--- src/rtl/mips_ctrl_pkg.sv ---
// rtl/mips_ctrl_pkg.sv - opcodes, state encodings and datapath select codes for the main control FSM
package mips_ctrl_pkg;

    localparam logic [3:0] OP_RTYPE = 4'b0000;
    localparam logic [3:0] OP_ADDI  = 4'b0001;
    localparam logic [3:0] OP_SLTI  = 4'b0010;
    localparam logic [3:0] OP_LW    = 4'b0011;
    localparam logic [3:0] OP_SW    = 4'b0100;
    localparam logic [3:0] OP_BEQ   = 4'b0101;
    localparam logic [3:0] OP_J     = 4'b0110;

    typedef enum logic [3:0] {
        S_FETCH  = 4'd0,
        S_DECODE = 4'd1,
        S_EXEC   = 4'd2,
        S_RWB    = 4'd3,
        S_IEXEC  = 4'd4,
        S_IWB    = 4'd5,
        S_MEMADR = 4'd6,
        S_MEMRD  = 4'd7,
        S_MEMWB  = 4'd8,
        S_MEMWR  = 4'd9,
        S_BRANCH = 4'd10,
        S_JUMP   = 4'd11
    } state_t;

    localparam logic [1:0] ALUOP_ADD   = 2'b11;
    localparam logic [1:0] ALUOP_SUB   = 2'b01;
    localparam logic [1:0] ALUOP_RTYPE = 2'b00;
    localparam logic [1:0] ALUOP_SLT   = 2'b10;

    localparam logic [1:0] SRCB_REGB   = 2'b00;
    localparam logic [1:0] SRCB_ONE    = 2'b01;
    localparam logic [1:0] SRCB_IMM    = 2'b10;
    localparam logic [1:0] SRCB_OFFSET = 2'b11;

    localparam logic [1:0] PCSRC_ALU    = 2'b00;
    localparam logic [1:0] PCSRC_ALUOUT = 2'b01;
    localparam logic [1:0] PCSRC_JUMP   = 2'b10;

endpackage

--- src/rtl/mc_main_control_if.sv ---
// rtl/mc_main_control_if.sv - control/datapath/memory signal bundle for the main control FSM
interface mc_main_control_if #(parameter int OPC_W = 4);

    logic [OPC_W-1:0] opcode;
    logic             alu_zero;
    logic             mem_ready;
    logic             mem_read;
    logic             mem_write;
    logic             iord;
    logic             ir_write;
    logic             pc_en;
    logic [1:0]       pc_source;
    logic             alu_src_a;
    logic [1:0]       alu_src_b;
    logic [1:0]       alu_op;
    logic             reg_write;
    logic             reg_dst;
    logic             mem_to_reg;
    logic             instr_done;
    logic             illegal_instr;
    logic [3:0]       state;

    modport master (
        input  opcode, alu_zero, mem_ready,
        output mem_read, mem_write, iord, ir_write, pc_en, pc_source,
               alu_src_a, alu_src_b, alu_op, reg_write, reg_dst, mem_to_reg,
               instr_done, illegal_instr, state
    );

    modport slave (
        output opcode, alu_zero, mem_ready,
        input  mem_read, mem_write, iord, ir_write, pc_en, pc_source,
               alu_src_a, alu_src_b, alu_op, reg_write, reg_dst, mem_to_reg,
               instr_done, illegal_instr, state
    );

endinterface

--- src/rtl/mc_perf_counters.sv ---
// rtl/mc_perf_counters.sv - free-running cycle and retired-instruction counters (MC_PERF_CNT_EN builds only)
module mc_perf_counters #(
    parameter int CNT_W = 32
) (
    input  logic             clk,
    input  logic             rst,
    input  logic             i_instr_done,
    output logic [CNT_W-1:0] o_cycle_count,
    output logic [CNT_W-1:0] o_instr_count
);

    logic [CNT_W-1:0] r_cycle_count;
    logic [CNT_W-1:0] r_instr_count;

    always_ff @(posedge clk) begin
        if (rst) begin
            r_cycle_count <= '0;
            r_instr_count <= '0;
        end else begin
            r_cycle_count <= r_cycle_count + 1'b1;
            if (i_instr_done) begin
                r_instr_count <= r_instr_count + 1'b1;
            end
        end
    end

    assign o_cycle_count = r_cycle_count;
    assign o_instr_count = r_instr_count;

endmodule

--- src/rtl/mc_main_control.sv ---
// rtl/mc_main_control.sv - multi-cycle main control FSM; MC_PERF_CNT_EN adds cycle/instruction counters
module mc_main_control
    import mips_ctrl_pkg::*;
#(
    parameter int OPC_W = 4
`ifdef MC_PERF_CNT_EN
    , parameter int CNT_W = 32
`endif
) (
    input  logic clk,
    input  logic rst,
    mc_main_control_if.master bus
`ifdef MC_PERF_CNT_EN
    , output logic [CNT_W-1:0] cycle_count
    , output logic [CNT_W-1:0] instr_count
`endif
);

    state_t           r_state;
    state_t           w_next;
    logic [OPC_W-1:0] w_opcode;

    assign w_opcode  = bus.opcode;
    assign bus.state = r_state;

    always_ff @(posedge clk) begin
        if (rst) begin
            r_state <= S_FETCH;
        end else begin
            r_state <= w_next;
        end
    end

    always_comb begin
        w_next            = r_state;
        bus.mem_read      = 1'b0;
        bus.mem_write     = 1'b0;
        bus.iord          = 1'b0;
        bus.ir_write      = 1'b0;
        bus.pc_en         = 1'b0;
        bus.pc_source     = PCSRC_ALU;
        bus.alu_src_a     = 1'b0;
        bus.alu_src_b     = SRCB_REGB;
        bus.alu_op        = ALUOP_RTYPE;
        bus.reg_write     = 1'b0;
        bus.reg_dst       = 1'b0;
        bus.mem_to_reg    = 1'b0;
        bus.instr_done    = 1'b0;
        bus.illegal_instr = 1'b0;

        case (r_state)
            S_FETCH: begin
                bus.mem_read  = 1'b1;
                bus.alu_src_b = SRCB_ONE;
                bus.alu_op    = ALUOP_ADD;
                bus.pc_source = PCSRC_ALU;
                if (bus.mem_ready) begin
                    bus.ir_write = 1'b1;
                    bus.pc_en    = 1'b1;
                    w_next       = S_DECODE;
                end
            end
            S_DECODE: begin
                // Speculatively form the branch target so BRANCH can load it from ALUOut.
                bus.alu_src_b = SRCB_OFFSET;
                bus.alu_op    = ALUOP_ADD;
                case (w_opcode)
                    OP_RTYPE:         w_next = S_EXEC;
                    OP_ADDI, OP_SLTI: w_next = S_IEXEC;
                    OP_LW, OP_SW:     w_next = S_MEMADR;
                    OP_BEQ:           w_next = S_BRANCH;
                    OP_J:             w_next = S_JUMP;
                    default: begin
                        bus.illegal_instr = 1'b1;
                        bus.instr_done    = 1'b1;
                        w_next            = S_FETCH;
                    end
                endcase
            end
            S_EXEC: begin
                bus.alu_src_a = 1'b1;
                bus.alu_src_b = SRCB_REGB;
                bus.alu_op    = ALUOP_RTYPE;
                w_next        = S_RWB;
            end
            S_RWB: begin
                bus.reg_write  = 1'b1;
                bus.reg_dst    = 1'b1;
                bus.instr_done = 1'b1;
                w_next         = S_FETCH;
            end
            S_IEXEC: begin
                bus.alu_src_a = 1'b1;
                bus.alu_src_b = SRCB_IMM;
                bus.alu_op    = (w_opcode == OP_SLTI) ? ALUOP_SLT : ALUOP_ADD;
                w_next        = S_IWB;
            end
            S_IWB: begin
                bus.reg_write  = 1'b1;
                bus.instr_done = 1'b1;
                w_next         = S_FETCH;
            end
            S_MEMADR: begin
                bus.alu_src_a = 1'b1;
                bus.alu_src_b = SRCB_IMM;
                bus.alu_op    = ALUOP_ADD;
                w_next        = (w_opcode == OP_LW) ? S_MEMRD : S_MEMWR;
            end
            S_MEMRD: begin
                bus.mem_read = 1'b1;
                bus.iord     = 1'b1;
                if (bus.mem_ready) begin
                    w_next = S_MEMWB;
                end
            end
            S_MEMWB: begin
                bus.reg_write  = 1'b1;
                bus.mem_to_reg = 1'b1;
                bus.instr_done = 1'b1;
                w_next         = S_FETCH;
            end
            S_MEMWR: begin
                bus.mem_write = 1'b1;
                bus.iord      = 1'b1;
                if (bus.mem_ready) begin
                    bus.instr_done = 1'b1;
                    w_next         = S_FETCH;
                end
            end
            S_BRANCH: begin
                bus.alu_src_a  = 1'b1;
                bus.alu_src_b  = SRCB_REGB;
                bus.alu_op     = ALUOP_SUB;
                bus.pc_source  = PCSRC_ALUOUT;
                bus.pc_en      = bus.alu_zero;
                bus.instr_done = 1'b1;
                w_next         = S_FETCH;
            end
            S_JUMP: begin
                bus.pc_source  = PCSRC_JUMP;
                bus.pc_en      = 1'b1;
                bus.instr_done = 1'b1;
                w_next         = S_FETCH;
            end
            default: w_next = S_FETCH;
        endcase

        // Reset wins over everything so an interrupted instruction commits nothing.
        if (rst) begin
            bus.mem_read      = 1'b0;
            bus.mem_write     = 1'b0;
            bus.ir_write      = 1'b0;
            bus.pc_en         = 1'b0;
            bus.reg_write     = 1'b0;
            bus.instr_done    = 1'b0;
            bus.illegal_instr = 1'b0;
            w_next            = S_FETCH;
        end
    end

`ifdef MC_PERF_CNT_EN
    mc_perf_counters #(
        .CNT_W (CNT_W)
    ) u_perf_counters (
        .clk           (clk),
        .rst           (rst),
        .i_instr_done  (bus.instr_done),
        .o_cycle_count (cycle_count),
        .o_instr_count (instr_count)
    );
`endif

endmodule

--- src/flat_wrapper.sv ---
// flat-port wrapper written by rule: the top's interface ports become plain ports
module mc_main_control_flat import mips_ctrl_pkg::*;
#(
    parameter int OPC_W = 4

)
  (clk, rst, bus_opcode, bus_alu_zero, bus_mem_ready, bus_mem_read, bus_mem_write, bus_iord, bus_ir_write, bus_pc_en, bus_pc_source, bus_alu_src_a, bus_alu_src_b, bus_alu_op, bus_reg_write, bus_reg_dst, bus_mem_to_reg, bus_instr_done, bus_illegal_instr, bus_state);
  mc_main_control_if #(.OPC_W(OPC_W)) bus_i ();
  input  logic clk;
  input  logic rst;
  input wire logic [$bits(bus_i.opcode)-1:0] bus_opcode;
  input wire logic [$bits(bus_i.alu_zero)-1:0] bus_alu_zero;
  input wire logic [$bits(bus_i.mem_ready)-1:0] bus_mem_ready;
  output wire logic [$bits(bus_i.mem_read)-1:0] bus_mem_read;
  output wire logic [$bits(bus_i.mem_write)-1:0] bus_mem_write;
  output wire logic [$bits(bus_i.iord)-1:0] bus_iord;
  output wire logic [$bits(bus_i.ir_write)-1:0] bus_ir_write;
  output wire logic [$bits(bus_i.pc_en)-1:0] bus_pc_en;
  output wire logic [$bits(bus_i.pc_source)-1:0] bus_pc_source;
  output wire logic [$bits(bus_i.alu_src_a)-1:0] bus_alu_src_a;
  output wire logic [$bits(bus_i.alu_src_b)-1:0] bus_alu_src_b;
  output wire logic [$bits(bus_i.alu_op)-1:0] bus_alu_op;
  output wire logic [$bits(bus_i.reg_write)-1:0] bus_reg_write;
  output wire logic [$bits(bus_i.reg_dst)-1:0] bus_reg_dst;
  output wire logic [$bits(bus_i.mem_to_reg)-1:0] bus_mem_to_reg;
  output wire logic [$bits(bus_i.instr_done)-1:0] bus_instr_done;
  output wire logic [$bits(bus_i.illegal_instr)-1:0] bus_illegal_instr;
  output wire logic [$bits(bus_i.state)-1:0] bus_state;
  assign bus_i.opcode = bus_opcode;
  assign bus_i.alu_zero = bus_alu_zero;
  assign bus_i.mem_ready = bus_mem_ready;
  assign bus_mem_read = bus_i.mem_read;
  assign bus_mem_write = bus_i.mem_write;
  assign bus_iord = bus_i.iord;
  assign bus_ir_write = bus_i.ir_write;
  assign bus_pc_en = bus_i.pc_en;
  assign bus_pc_source = bus_i.pc_source;
  assign bus_alu_src_a = bus_i.alu_src_a;
  assign bus_alu_src_b = bus_i.alu_src_b;
  assign bus_alu_op = bus_i.alu_op;
  assign bus_reg_write = bus_i.reg_write;
  assign bus_reg_dst = bus_i.reg_dst;
  assign bus_mem_to_reg = bus_i.mem_to_reg;
  assign bus_instr_done = bus_i.instr_done;
  assign bus_illegal_instr = bus_i.illegal_instr;
  assign bus_state = bus_i.state;
  mc_main_control #(.OPC_W(OPC_W)) u_core (.clk(clk), .rst(rst), .bus(bus_i));
endmodule
--- config.mk ---
export PLATFORM = sky130hd
export DESIGN_NAME = mc_main_control_flat
export DESIGN_NICKNAME = d
export VERILOG_FILES = /design/src/rtl/mips_ctrl_pkg.sv /design/src/rtl/mc_main_control_if.sv /design/src/rtl/mc_perf_counters.sv /design/src/rtl/mc_main_control.sv /design/src/flat_wrapper.sv
export SDC_FILE = /design/constraint.sdc
export NUM_CORES = 1
export LEC_CHECK = 0
export CORE_UTILIZATION = 42
export DETAILED_ROUTE_END_ITERATION = 7
export GPL_TIMING_DRIVEN = 1
export PLACE_DENSITY_LB_ADDON = 0.1
export SYNTH_ARGS = -nofsm -noshare
export SYNTH_HDL_FRONTEND = slang
export SYNTH_SLANG_ARGS = --single-unit
--- constraint.sdc ---
create_clock -name clk -period 3.9 [get_ports clk]
set_input_delay 1.17 -clock clk [delete_from_list [all_inputs] [get_ports clk]]
set_output_delay 1.17 -clock clk [all_outputs]
set_load 0.02 [all_outputs]
; Word-level counts from Yosys, hierarchy flattened
; Cells that the tools add are included.
[totals]
elab_cells = 64
ff_bits = 4
inputBits = 8
out_inout_bits = 21
[op_classes]
n_mux = 30
n_eq_ne = 20
n_reduce_logical = 13
[ops]
columns = operator, n
row1 = "4-bit by 3-bit == test with 1-bit output, second input constant", 7
row2 = 4-bit one-hot mux with 7 select lines, 1
row3 = 4-bit one-hot mux with 5 select lines, 1
row4 = 1-bit two-way mux, 19
row5 = "4-bit by 2-bit == test with 1-bit output, second input constant", 4
row6 = "4-bit == test, second input constant", 4
row7 = 4-bit two-way mux, 4
row8 = 2-bit one-hot mux with 3 select lines, 2
row9 = 2-bit OR reduction, 5
row10 = "4-bit by 1-bit == test with 1-bit output, second input constant", 2
row11 = 4-bit zero test, 2
row12 = 7-bit OR reduction, 1
row13 = "2-bit inequality test, second input constant", 3
row14 = 1-bit one-hot mux with 3 select lines, 2
row15 = 3-bit OR reduction, 2
row16 = 5-bit OR reduction, 1
row17 = 2-bit one-hot mux with 2 select lines, 1
row18 = 4-bit OR reduction, 1
row19 = 3-bit AND reduction, 1

; Longest topological paths before layout
[logic_depth]
ltp_word = 5
mapped_depth = 6
mapped_depth_nobuf = 4

; Worst setup path after synthesis
; OpenSTA, ideal clock, no wires.
[synth_timing]
kind = input port to output port
startpoint = in bus_opcode[2]
endpoint = out bus_instr_done
arrival_ps = 2213
path_stages = 5
path_slack_ps = 517
n_path_buf = 1
t_required_ps = 2730
path_cell_list = clkbuf_1 > a31oi_1 > nand2_1 > a21oi_1 > a211oi_1
[synth_between]
elab_chain_len = 5
word_cells_on_any_way = 11
classes_between = eq/ne (6) / mux (3) / reduce/logical (2)
[synth_rtl]
columns = element, line_no
row1 = from (decl), flat_wrapper.sv:11  ; input wire logic [$bits(bus_i.opcode)-1:0] bus_opcode;
row2 = 4-bit by 1-bit == test with 1-bit output (tied with other cells), mc_main_control.sv:67  ; case (w_opcode)
row3 = 7-bit OR reduction (no line) *, n/a
row4 = 1-bit two-way mux *, mc_main_control.sv:67
row5 = 1-bit one-hot mux with 3 select lines *, mc_main_control.sv:51  ; case (r_state)
row6 = 1-bit two-way mux *, mc_main_control.sv:149  ; if (rst) begin
row7 = to (decl), flat_wrapper.sv:26  ; output wire logic [$bits(bus_i.instr_done)-1:0] bus_instr_done;
; Every way passes the cells marked *; elsewhere a longest branch is shown, timed or not.

; Worst setup path after layout
[layout_timing]
startpoint = in bus_mem_ready
endpoint = out bus_ir_write
[layout_between]
elab_chain_len = 3
[layout_rtl]
columns = element, line_no
row1 = from (decl), flat_wrapper.sv:13  ; input wire logic [$bits(bus_i.mem_ready)-1:0] bus_mem_ready;
row2 = 1-bit two-way mux, mc_main_control.sv:57  ; if (bus.mem_ready) begin
row3 = 1-bit two-way mux, mc_main_control.sv:51
row4 = 1-bit two-way mux, mc_main_control.sv:149
row5 = to (decl), flat_wrapper.sv:17  ; output wire logic [$bits(bus_i.ir_write)-1:0] bus_ir_write;
; No other way between the ends.

==> impl_metrics.env <==
export IMPL_grt_pass1_vias=628
export IMPL_largest_register_ffs=4
export IMPL_fin_skew_ns=0.00728
export IMPL_routed_wl_um=1790
export IMPL_peakVddDrop_mv=0.0963
export IMPL_yosysWarnings=0
export IMPL_drive_gt1_share_pct=14.6
export IMPL_pin_count=29
export IMPL_coreArea_sq_mm=0.00132
export IMPL_cp_data_arrival_time_ns=2.64
export IMPL_drt_iter0_drc=22
export IMPL_dieArea_sq_mm=0.00159
export IMPL_r2r_start="u_core.bus.state[2]"
export IMPL_yosysMostFrequentCell="nor2_1"
export IMPL_worst_slew_pin_slew_ns=0.597
export IMPL_syn_nets=99
export IMPL_overflow=0
export IMPL_area_growth_pct=58.3
export IMPL_cp_max_fo=3
export IMPL_drtPass1Iterations=4
export IMPL_max_cap_violations=0
export IMPL_p_leak_uw=0.000378
export IMPL_async_flop_share_pct=0
export IMPL_worstHoldPathType="reg -> reg"
export IMPL_pre_cts_ws_ns=-0.138
export IMPL_crit_chain="clkdlybuf4s50_1, buf_4, inv_1, nor3_2, clkdlybuf4s50_1"
export IMPL_syn_avg_cell_area_sq_um=6.63
export IMPL_place_hpwl_um=1320
export IMPL_gp_congestion=0.848
export IMPL_vias=797
export IMPL_postCtsSetupRepairBufs=0
export IMPL_clock_path_buffers=2
export IMPL_grt_usage_pct=25.9
export IMPL_fin_nets=133
export IMPL_netlist_instances=91
export IMPL_rsz0062_at_grt="no"
export IMPL_cts_reportedPaths_clkPinSlew_ns=0.04
export IMPL_endpoint="bus_ir_write"
export IMPL_antennaDiodeCount=0
export IMPL_setup_slack_ns=0.0868
export IMPL_synth_edff_count=0
export IMPL_final_hold_violation_count=0
export IMPL_clock_sinks=4
export IMPL_wire_per_inst_um=13.0
export IMPL_synth_top_area_share_pct=13.3
export IMPL_critPathCaptureType="primary output"
export IMPL_ff2ff_setup_slack_ns=2.10
export IMPL_grt_max_degree=22
export IMPL_fmax_mhz=262
export IMPL_initial_utilization_pct=45.8
export IMPL_cp_slowest_cell="clkdlybuf4s50_1"
export IMPL_vias_per_cell=5.78
export IMPL_drcViolationCount=0
export IMPL_critPathKind="in -> out"
export IMPL_grt_pass1_wl_um=2830
export IMPL_numCtsBuffers=3
export IMPL_hold_buffers=0
export IMPL_synthTopCellsByArea="dfxtp_1 (13%), o21ai_0 (5.8%), nor2_1 (5.0%), xor2_1 (4.4%), a21oi_1 (4.1%)"
export IMPL_synth_top_area_cell="dfxtp_1"
export IMPL_antenna_found_initial=0
export IMPL_max_slew_margin_pct=60.1
export IMPL_status="complete, no violations"
export IMPL_fp_row_count=13
export IMPL_synth_seq_cells=4
export IMPL_fillerInstances=113
export IMPL_cp_common_cell="clkdlybuf4s50_1"
export IMPL_synth_common_cells="nor2_1 (8), o21ai_0 (7), clkbuf_1 (6), nand2_1 (6)"
export IMPL_hold_ws_ns=0.662
export IMPL_crit_start="bus_mem_ready"
export IMPL_synth_seq_area_share_pct=13.3
export IMPL_post_cts_resized=5
export IMPL_cts_tree="done"
export IMPL_die_x_um=39.9
export IMPL_synthFlopType="dfxtp_1"
export IMPL_cp_data_required_time_ns=2.73
export IMPL_crit_path_start_kind="input port"
export IMPL_cts_root_buf="clkbuf_4"
export IMPL_reg2reg_depth=4
export IMPL_synth_cell_area_sq_um=603
export IMPL_htreeDepth=1
export IMPL_worstSkewPairLatency_ns=0.24
export IMPL_r2r_end="u_core.bus.state[0]"
export IMPL_finalCriticalPeriod_ns=3.81
export IMPL_slowest_delay_ns=0.63
export IMPL_detail_route_antenna_nets=0
export IMPL_synth_distinct_cells=35
export IMPL_portBuffers=28
export IMPL_die_h_um=39.9
export IMPL_finalSetupViolations=0
export IMPL_power_density_mw_per_mm2=236
export IMPL_fin_crit_sh_pct=97.8
export IMPL_maxSlewViolCount=0
## metrics by stage
stage	cells	TNS, ns	power (uW)	utilization (%)	cell area, sq um
6_report	138	0	225	72.5	955
5_1_grt	138	0	238	72.5	955
4_1_cts	138	0	226	72.3	952
3_5_place_dp	135	-0.292	172	70.6	930
3_3_place_gp	135	-0.194	170	70.6	930
2_1_floorplan	91	0	123	-	603
## cell usage in the layout, fill, tap and decap left out, drive strengths merged, types with 2 or more instances in the layout
master          n
nand3           2
a21oi           5
clkbuf          4
nand2b          4
buf            11
o21ai           7
dlygate4sd2     3
nor2            8
a211oi          3
a31oi           2
inv             5
o21bai          2
nand3b          2
nor3            5
or2             2
xor2            3
nor4b           2
clkdlybuf4s50  24
a22o            2
mux2i           2
or3             2
nand2           6
nor2b           2
dfxtp           4
## metal layers
layer | vias to the layer above | GRT usage [%] | routed length (um)
met2 | 32 | 46.0 | 905
met4 | 0 | 10.3 | 17
met1 | 364 | 32.2 | 768
met3 | 2 | 0 | 100
li1 | 399 | - | -
met5 | - | 0 | 0
## worst min path at each step
stage | startpoint | end | slack, ns | cells past startpoint
floorplan | u_core.bus.state[3] | u_core.bus.state[0] | 0.77 | 2
global placement | u_core.bus.state[3] | u_core.bus.state[1] | 0.64 | 2
detailed placement | u_core.bus.state[3] | u_core.bus.state[1] | 0.68 | 2
CTS | u_core.bus.state[3] | u_core.bus.state[1] | 0.67 | 2
global route | u_core.bus.state[3] | u_core.bus.state[1] | 0.72 | 2
finish | u_core.bus.state[3] | u_core.bus.state[1] | 0.66 | 2
## report_power, final
part	switching (uW)	leakage (uW)	internal, uW
clock	18.9	0.0000138	34.5
combinational	60.5	0.000332	56.5
sequential	10.5	0.0000326	44.0
## cell families (layout without fill, tap and decap cells)
| family | count (synthesis) | after routing | synth area share [%] |
|---|---|---|---|
| flip-flops | 4 | 4 | 13.3 |
| AND/OR/NAND/NOR | 42 | 42 | 39.4 |
| adder cells (fa/ha/maj) | 1 | 1 | 1.66 |
| AO/OA/AOI/OAI | 24 | 24 | 25.7 |
| multiplexers | 2 | 2 | 3.32 |
| XOR/XNOR | 3 | 3 | 4.36 |
| buffers and inverters | 15 | 47 | 12.2 |
## final cells by class
cell class,instances,area [sq um],share of cell area (%)
clock buffer,3,22.5,2.36
inverter,5,18.8,1.97
multi-input combinational,72,460,48.2
sequential,4,80.1,8.39
tap,15,18.8,1.97
timing repair buffer,39,354,37.1
## critical path: cells and delay by family
kind / cells / cell delay (ns)
buffers and inverters: 4 / 1.29
AND/OR/NAND/NOR: 1 / 0.17
(Power assumes the default switching activity.)
